`config.mk`:
```
export PLATFORM = sky130hd
export DESIGN_NAME = seg7_mux_conv
export DESIGN_NICKNAME = d
export VERILOG_FILES = /design/src/rtl/seg7_mux_conv.sv
export SDC_FILE = /design/constraint.sdc
export NUM_CORES = 1
export LEC_CHECK = 0
export CORE_AREA = 3 3 105 97
export CTS_BUF_LIST = sky130_fd_sc_hd__clkbuf_16
export DETAILED_ROUTE_END_ITERATION = 8
export DIE_AREA = 0 0 108 100
export PLACE_DENSITY = 0.78
export SLEW_MARGIN = 25
export SYNTH_ARGS = -nofsm -noshare
export SYNTH_HDL_FRONTEND = slang
export SYNTH_SLANG_ARGS = --single-unit
export TNS_END_PERCENT = 100
```
`constraint.sdc`:
```
create_clock -name clk -period 4.8 [get_ports clk]
set_clock_uncertainty 0.1 [all_clocks]
set_input_delay 1.44 -clock clk [delete_from_list [all_inputs] [get_ports clk]]
set_output_delay 1.44 -clock clk [all_outputs]
set_load 0.01 [all_outputs]
```
`src/rtl/seg7_mux_conv.sv`:
```
// Captures a value, converts it (hex, decimal, gray encode, gray decode) and
// time-multiplexes the result onto common-anode seven-segment digits.
module seg7_mux_conv #(
    parameter int N_DIGITS   = 4,
    parameter int IN_WIDTH   = 14,
    parameter int CLK_HZ     = 100000000,
    parameter int REFRESH_HZ = 1000,
    parameter int BLANK_LZ   = 0
) (
    input  logic                clk,
    input  logic                rst,
    input  logic [IN_WIDTH-1:0] value,
    input  logic [1:0]          mode,
    input  logic                load,
    output logic                busy,
    output logic                done,
    output logic                overflow,
    output logic [N_DIGITS-1:0] anodo,
    output logic [6:0]          catodo
);

    localparam int TICK_DIV   = CLK_HZ / (REFRESH_HZ * N_DIGITS);
    localparam int TICK_W     = (TICK_DIV > 1) ? $clog2(TICK_DIV) : 1;
    localparam int IDX_W      = (N_DIGITS > 1) ? $clog2(N_DIGITS) : 1;
    // floor(IN_WIDTH*log10(2))+1 decimal digits; 3/10 is exact enough up to 26 bits
    localparam int BCD_DIGITS = (IN_WIDTH * 3) / 10 + 1;
    localparam int BCD_W      = 4 * BCD_DIGITS;
    localparam int DD_W       = BCD_W + IN_WIDTH;
    localparam int HEX_DIGITS = ((IN_WIDTH + 3) / 4 > N_DIGITS) ? (IN_WIDTH + 3) / 4 : N_DIGITS;
    localparam int DEC_DIGITS = (BCD_DIGITS > N_DIGITS) ? BCD_DIGITS : N_DIGITS;
    localparam int HEX_W      = 4 * HEX_DIGITS;
    localparam int DEC_W      = 4 * DEC_DIGITS;
    localparam int CNT_W      = $clog2(IN_WIDTH + 1);

    localparam logic [CNT_W-1:0]  ITER_LAST   = CNT_W'(IN_WIDTH - 1);
    localparam logic [TICK_W-1:0] TICK_LAST   = TICK_W'(TICK_DIV - 1);
    localparam logic [IDX_W-1:0]  IDX_LAST    = IDX_W'(N_DIGITS - 1);
    localparam logic [6:0]        GLYPH_DASH  = 7'b0111111;
    localparam logic [6:0]        GLYPH_BLANK = 7'h7F;

    typedef enum logic [1:0] {IDLE, SHIFT, FINISH} state_t;

    state_t                         state_reg, state_next;
    logic                           busy_reg, busy_next;
    logic                           done_reg, done_next;
    logic                           dec_mode_reg;
    logic [IN_WIDTH-1:0]            val_reg;
    logic [DD_W-1:0]                dd_reg, dd_adj;
    logic [CNT_W-1:0]               iter_cnt_reg;
    logic [N_DIGITS-1:0][3:0]       disp_reg;
    logic                           ovf_reg;
    logic [4*N_DIGITS-1:0]          disp_next;
    logic                           ovf_next;
    logic [IN_WIDTH-1:0]            gray_enc, gray_dec, sel_val;
    logic [HEX_W-1:0]               hex_ext;
    logic [DEC_W-1:0]               dec_ext;
    logic [N_DIGITS-1:0]            blank_vec;
    logic [TICK_W-1:0]              tick_reg;
    logic [IDX_W-1:0]               digit_idx_reg;
    logic [N_DIGITS-1:0]            anodo_reg;
    logic [6:0]                     catodo_reg;
    logic [6:0]                     glyph_next;

    function automatic logic [6:0] hex_glyph(input logic [3:0] n);
        case (n)
            4'h0: hex_glyph = 7'b1000000;
            4'h1: hex_glyph = 7'b1111001;
            4'h2: hex_glyph = 7'b0100100;
            4'h3: hex_glyph = 7'b0110000;
            4'h4: hex_glyph = 7'b0011001;
            4'h5: hex_glyph = 7'b0010010;
            4'h6: hex_glyph = 7'b0000010;
            4'h7: hex_glyph = 7'b1111000;
            4'h8: hex_glyph = 7'b0000000;
            4'h9: hex_glyph = 7'b0010000;
            4'hA: hex_glyph = 7'b0001000;
            4'hB: hex_glyph = 7'b0000011;
            4'hC: hex_glyph = 7'b1000110;
            4'hD: hex_glyph = 7'b0100001;
            4'hE: hex_glyph = 7'b0000110;
            default: hex_glyph = 7'b0001110;
        endcase
    endfunction

    // Input-side code conversions, resolved before capture
    assign gray_enc = value ^ (value >> 1);

    generate
        for (genvar gi = 0; gi < IN_WIDTH; gi++) begin : g_gray_dec
            assign gray_dec[gi] = ^(value >> gi);
        end
    endgenerate

    always_comb begin
        sel_val = value;
        case (mode)
            2'd2:    sel_val = gray_enc;
            2'd3:    sel_val = gray_dec;
            default: sel_val = value;
        endcase
    end

    // Double-dabble correction: +3 on every BCD nibble >= 5 before the shift
    assign dd_adj[IN_WIDTH-1:0] = dd_reg[IN_WIDTH-1:0];
    generate
        for (genvar gi = 0; gi < BCD_DIGITS; gi++) begin : g_dabble
            assign dd_adj[IN_WIDTH+4*gi +: 4] =
                (dd_reg[IN_WIDTH+4*gi +: 4] >= 4'd5) ? dd_reg[IN_WIDTH+4*gi +: 4] + 4'd3
                                                     : dd_reg[IN_WIDTH+4*gi +: 4];
        end
    endgenerate

    assign hex_ext   = HEX_W'(val_reg);
    assign dec_ext   = DEC_W'(dd_reg[DD_W-1 -: BCD_W]);
    assign disp_next = dec_mode_reg ? dec_ext[4*N_DIGITS-1:0] : hex_ext[4*N_DIGITS-1:0];
    assign ovf_next  = dec_mode_reg ? |(dec_ext >> (4 * N_DIGITS)) : |(hex_ext >> (4 * N_DIGITS));

    always_comb begin
        state_next = state_reg;
        busy_next  = busy_reg;
        done_next  = 1'b0;
        case (state_reg)
            IDLE: begin
                if (load) begin
                    if (mode[0]) begin
                        state_next = SHIFT;
                        busy_next  = 1'b1;
                    end else begin
                        state_next = FINISH;
                    end
                end
            end
            SHIFT: begin
                if (iter_cnt_reg == ITER_LAST) begin
                    state_next = FINISH;
                end
            end
            FINISH: begin
                state_next = IDLE;
                busy_next  = 1'b0;
                done_next  = 1'b1;
            end
            default: state_next = IDLE;
        endcase
    end

    always_ff @(posedge clk or posedge rst) begin
        if (rst) begin
            state_reg    <= IDLE;
            busy_reg     <= 1'b0;
            done_reg     <= 1'b0;
            dec_mode_reg <= 1'b0;
            val_reg      <= '0;
            dd_reg       <= '0;
            iter_cnt_reg <= '0;
            disp_reg     <= '0;
            ovf_reg      <= 1'b0;
        end else begin
            state_reg <= state_next;
            busy_reg  <= busy_next;
            done_reg  <= done_next;
            case (state_reg)
                IDLE: begin
                    if (load) begin
                        dec_mode_reg <= mode[0];
                        val_reg      <= sel_val;
                        dd_reg       <= {{BCD_W{1'b0}}, sel_val};
                        iter_cnt_reg <= '0;
                    end
                end
                SHIFT: begin
                    dd_reg       <= dd_adj << 1;
                    iter_cnt_reg <= iter_cnt_reg + 1'b1;
                end
                FINISH: begin
                    disp_reg <= disp_next;
                    ovf_reg  <= ovf_next;
                end
                default: ;
            endcase
        end
    end

    // A digit is blank when it and every digit above it are zero
    generate
        for (genvar gi = 0; gi < N_DIGITS; gi++) begin : g_blank
            if (gi == 0) begin : g_lsd
                assign blank_vec[gi] = 1'b0;
            end else begin : g_upper
                assign blank_vec[gi] = (BLANK_LZ != 0) && (disp_reg[N_DIGITS-1:gi] == '0);
            end
        end
    endgenerate

    always_comb begin
        glyph_next = hex_glyph(disp_reg[digit_idx_reg]);
        if (blank_vec[digit_idx_reg]) begin
            glyph_next = GLYPH_BLANK;
        end
        if (ovf_reg) begin
            glyph_next = GLYPH_DASH;
        end
    end

    always_ff @(posedge clk or posedge rst) begin
        if (rst) begin
            tick_reg      <= '0;
            digit_idx_reg <= '0;
            anodo_reg     <= '1;
            catodo_reg    <= GLYPH_BLANK;
        end else begin
            anodo_reg  <= ~(N_DIGITS'(1) << digit_idx_reg);
            catodo_reg <= glyph_next;
            if (tick_reg == TICK_LAST) begin
                tick_reg      <= '0;
                digit_idx_reg <= (digit_idx_reg == IDX_LAST) ? '0 : digit_idx_reg + 1'b1;
            end else begin
                tick_reg <= tick_reg + 1'b1;
            end
        end
    end

    assign busy     = busy_reg;
    assign done     = done_reg;
    assign overflow = ovf_reg;
    assign anodo    = anodo_reg;
    assign catodo   = catodo_reg;

endmodule

```
* Yosys cells after proc, flatten, opt, wreduce, memory -nomap -nowiden
Memories as Yosys holds them, arrays and structs flattened.
Cells that the tools add are included.
** Storage, ports and cells
- Word-level logic and storage cells :: 94
- Input bits :: 19
- Memory bits (read-only) :: 112
- Memories kept :: 1
- Register bits after elaboration :: 102
** Memory list
- (no name shown) :: words 16, bits a word 7, read ports 1, clocked after memory_dff 0, wr ports 0, RTL line 65 : case (n)
** Cells by class
- Bitwise gates (word level) :: 2
- Shift operators :: 1
- $add $sub $neg :: 8
- Equal/unequal tests :: 10
- Reduce and logical (&&, ||, !) cells :: 22
- Muxes and demuxes :: 28
- Magnitude comparators :: 6
** Operator list (number)
- $reduce_xor A14 Y1 :: 14
- $pmux W34 S2 :: 1
- $mux W34 :: 1
- $pmux W14 S2 :: 1
- $mux W4 :: 6
- $ge A4 B3 Y1 const B :: 5
- $add A4 B2 Y4 const B :: 4
- $mux W16 :: 1
- $add A15 B1 Y15 const B :: 1
- $eq A15 B15 Y1 const B :: 1
- $mux W15 :: 1
- $mux W7 :: 2
- $xor A14 B13 Y14 :: 1
- $bmux W4 S2 :: 1
- $eq A2 B2 Y1 const B :: 4
- $mux W2 :: 4
- $pmux W4 S2 :: 1
- $ne A2 B2 Y1 const B :: 3
- $reduce_and A2 Y1 :: 3
- $mux W1 :: 5
- $add A4 B1 Y4 const B :: 1
- $eq A4 B4 Y1 const B :: 1
- $not A4 Y4 :: 1
- $pmux W2 S2 :: 1
- other kinds (12) :: 13

* Depth between registers and ports, before layout
An unclocked memory read counts as a cell.
- Depth in word-level cells :: 5
- Mapped depth :: 9
- Gate-level depth less buffers :: 8

* Worst setup path before layout
OpenSTA, ideal clock, no wires.
- Path kind :: input -> register
- Start :: input value[11]
- End :: register val_reg[0]
- Arrival :: 3095 ps
- Slack :: 1481 ps
- Stages on the path :: 6
- Data required time :: 4576 ps
- Path buffers :: 0
- Path through :: xnor3_2 -> xnor3_2 -> xnor3_1 -> xnor2_1 -> a31oi_1 -> nor2_1
** Between the ends
- Cells in the longest elaborated chain, start to end :: 2
** Ends and longest elaborated chain
- from (decl) :: RTL line 12 : input logic [IN_WIDTH-1:0] value,
- $reduce_xor A14 Y1 :: RTL line 90 : assign gray_dec[gi] = ^(value >> gi);
- $pmux W14 S2 :: RTL line 96 : case (mode)
- to (signal assigned) :: RTL line 166 : val_reg <= sel_val;
- to (decl) :: RTL line 47 : logic [IN_WIDTH-1:0] val_reg;
Every way passes these cells.
A chain may end at the register's enable or synchronous reset.

* Worst setup path after layout
Same ends and word-level chain as after synthesis.

==> summary.txt <==
Global route
  – Total Routing Usage GR: 22.1%
  – Initial antenna violation count: 0
  – First-pass GRT wire length: 19000 um
  – Largest net degree at the start of global routing: 55
  – Total global routing overflow: 0
  – Vias in the first global route: 3967

Logic synthesis
  – Synth Net Count: 603
  – YS warnings: 0
  – Sequential element share of the synthesized area: 47.4%
  – Top cells by count, synth: dfrtp_1 (91), nand2_1 (75), o21ai_0 (61)
  – Post-synth cell types: 45
  – Simple-gate area share of the yosys netlist: 16.1%
  – Largest family of logic cells by synthesized area: simple AND/OR/NAND/NOR gates
  – Count leader, synth: dfrtp_1
  – Synthesized cell area: 5410 um2
  – Synth Area in XOR/XNOR: 7.86%
  – Adder-cell area share of the yosys netlist: 5.32%
  – Top post-synthesis cells by area: dfrtp_1 (42%), o21ai_0 (5.6%), dfstp_2 (5.3%)
  – EDFF count, synth: 0
  – Yosys top cell by area: dfrtp_1
  – Post-synthesis sequential element count: 102
  – Area share of the largest cell type after synthesis: 42.1%
  – Post-synthesis mux area share: 4.81%
  – Main flop type after synthesis: dfrtp_1
  – Synthesized instance count: 561
  – Synth Area in Compound Gates: 14.6%
  – Post-Syn Area per Cell: 9.65 um2
  – Ys async rst share: 100%

CTS
  – Clock Path Buffers: 2
  – # Post-CTS Setup Buffers: 0
  – # hold bufs at CTS: 0
  – TritonCTS clock tree: built
  – Post_cts resized: 0
  – Clock sink total: 102
  – Root Buffer: clkbuf_16
  – Total CTS buffers: 9
  – Clock Latency Late Sink: 0.35 ns
  – H-tree levels: 3
  – Clock-pin slew on the worst setup and hold paths: 0.06 ns

Place
  – Pre-CTS worst setup slack: 0.799 ns
  – Final HPWL DP: 7920 um
  – Gpl congestion: 0.834
  – Dpl cells: 693
  – PortBufs: 32

Route
  – Pre-antenna DRT Iters: 4
  – Vias/cell: 5.80
  – DRC: 0
  – Post-route ant nets: 0
  – Total Wirelength: 11200 um
  – DR vias: 4110
  – Routed len/inst: 15.8 um
  – DRT iter0 DRCs: 260

Floorplan
  – # rows: 33
  – I/O pin total: 33
  – Die Wd: 108 um
  – Full die area: 10800 um2
  – Core Area: 9130 um2
  – Initial Utilization: 59.3%
  – Die height: 100 um

Cells and area
  – Max FFs per register: 34
  – Layout area overhead: 13.5%
  – Final cell count without fillers: 709
  – Fin nets: 624
  – Layout cells sized above 1: 7.33%
  – Antenna Cells: 0
  – Fillers: 734

Timing
  – Worst-Margin Slew: 0.927 ns
  – Slew margin rel.: 38.2%
  – RSZ-0062 raised after global routing: false
  – Final setup viols: 0
  – Setup WS post-layout: 1.15 ns
  – Hold_ws: 0.379 ns
  – Final Hold Viols: 0
  – Period Utilization, post-route: 76.0%
  – Fmax: 274 MHz
  – Period minus WS final: 3.65 ns
  – Setup TNS: 0 ns
  – Pins Over Slew Limit: 0

Setup path
  – CP endpoint kind: flip-flop
  – Worst R2R Start: digit_idx_reg[0]
  – Critical path startpoint category: input pin
  – Worst Path Arrival: 3.78 ns
  – Worst endpoint required time: 4.93 ns
  – Reg-to-reg endpoint: catodo[3]
  – FF-to-FF setup slack: 2.56 ns
  – Crit Path Max Fanout: 6
  – FF-to-FF path depth: 7
  – Crit Path Category: input pin to flip-flop

Power
  – Pwr/cell area: 562 nW/um2
  – Overall Power: 0.00345 W
  – Leak: 2.75 nW
  – Max VDD drop: 0.000516 V

Min path
  – Hold Crit Start: val_reg[5]
  – Hold Crit Class: flip-flop to flip-flop
  – Hold EP: val_reg[5]
  – Worst Hold Depth: 2

Outcome
  – Status: finished clean

Flow run
  – Max-capacitance violation count: 0
cell type report:
class                      count  area, um2  area share (%)
clock buffer                   9        225            3.67
clock inverter                 7       71.3            1.16
inverter                      26        100            1.63
multi-input combinational    403       2640            42.9
sequential                   102       2570            41.8
tap                          122        153            2.48
timing repair buffer          40        393            6.40
per-stage QoR:
stage	area (um2)	util (%)
CTS	6140	67.3
finish	6140	67.3
global route	6140	67.3
floorplan	5410	-
global placement	5840	64.0
detailed placement	5840	64.0
where the power goes:
part	switching (W)	internal (W)	total, W
clock network	0.000322	0.000405	0.000727
registers	0.000251	0.00118	0.00143
logic	0.000720	0.000577	0.00130
total	0.00129	0.00216	0.00345
routing by layer:
metal | global-route usage (%) | part of all wire [%]
met1 | 30.8 | 46
met2 | 35.3 | 48
met3 | 5.27 | 4.6
met4 | 5.44 | 0.89
met5 | 0 | 0
placed cells by master (no fill, tap or decap), types with 4 or more instances in the layout:
cell,n
clkdlybuf4s50_1,32
o21ai_0,61
nand2b_1,11
dfstp_2,11
mux2i_1,17
nand3_1,37
dfrtp_1,91
ha_1,23
clkbuf_16,9
and3_1,6
nand2_1,75
a221o_1,5
a32o_1,5
mux4_2,4
nor3b_1,6
nor2_1,32
a31oi_1,5
buf_4,7
a21oi_1,24
inv_1,25
nor2b_1,4
xnor2_1,17
a21o_1,5
xor2_1,21
o31ai_1,6
nor3_1,4
worst max-delay path, stage by stage:
cell	delay (ns)
clkdlybuf4s50_1	0.53
xnor3_2	0.49
xnor3_2	0.48
xnor3_1	0.42
xnor2_1	0.14
a31oi_1	0.20
nor2_1	0.07
worst max-delay path by stage:
stage,start,to,slack (ns),cells after the start
after global placement,value[11],val_reg[0],0.84,7
after global routing,value[11],val_reg[0],1.01,7
after floorplan,rst,busy,0.60,1
after detailed placement,value[11],val_reg[0],0.80,7
after CTS,value[11],val_reg[0],1.16,7
final,value[11],val_reg[0],1.15,7
cells by family (layout without fill, tap and decap cells):
kind of cell	Yosys count	after routing
flops	102	102
buf+inv	56	82
compound gates	130	130
simple gates	187	187
fa+ha+maj	23	23
mux	21	21
xor+xnor	42	42
No activity file was read; power rests on OpenSTA's default activity.
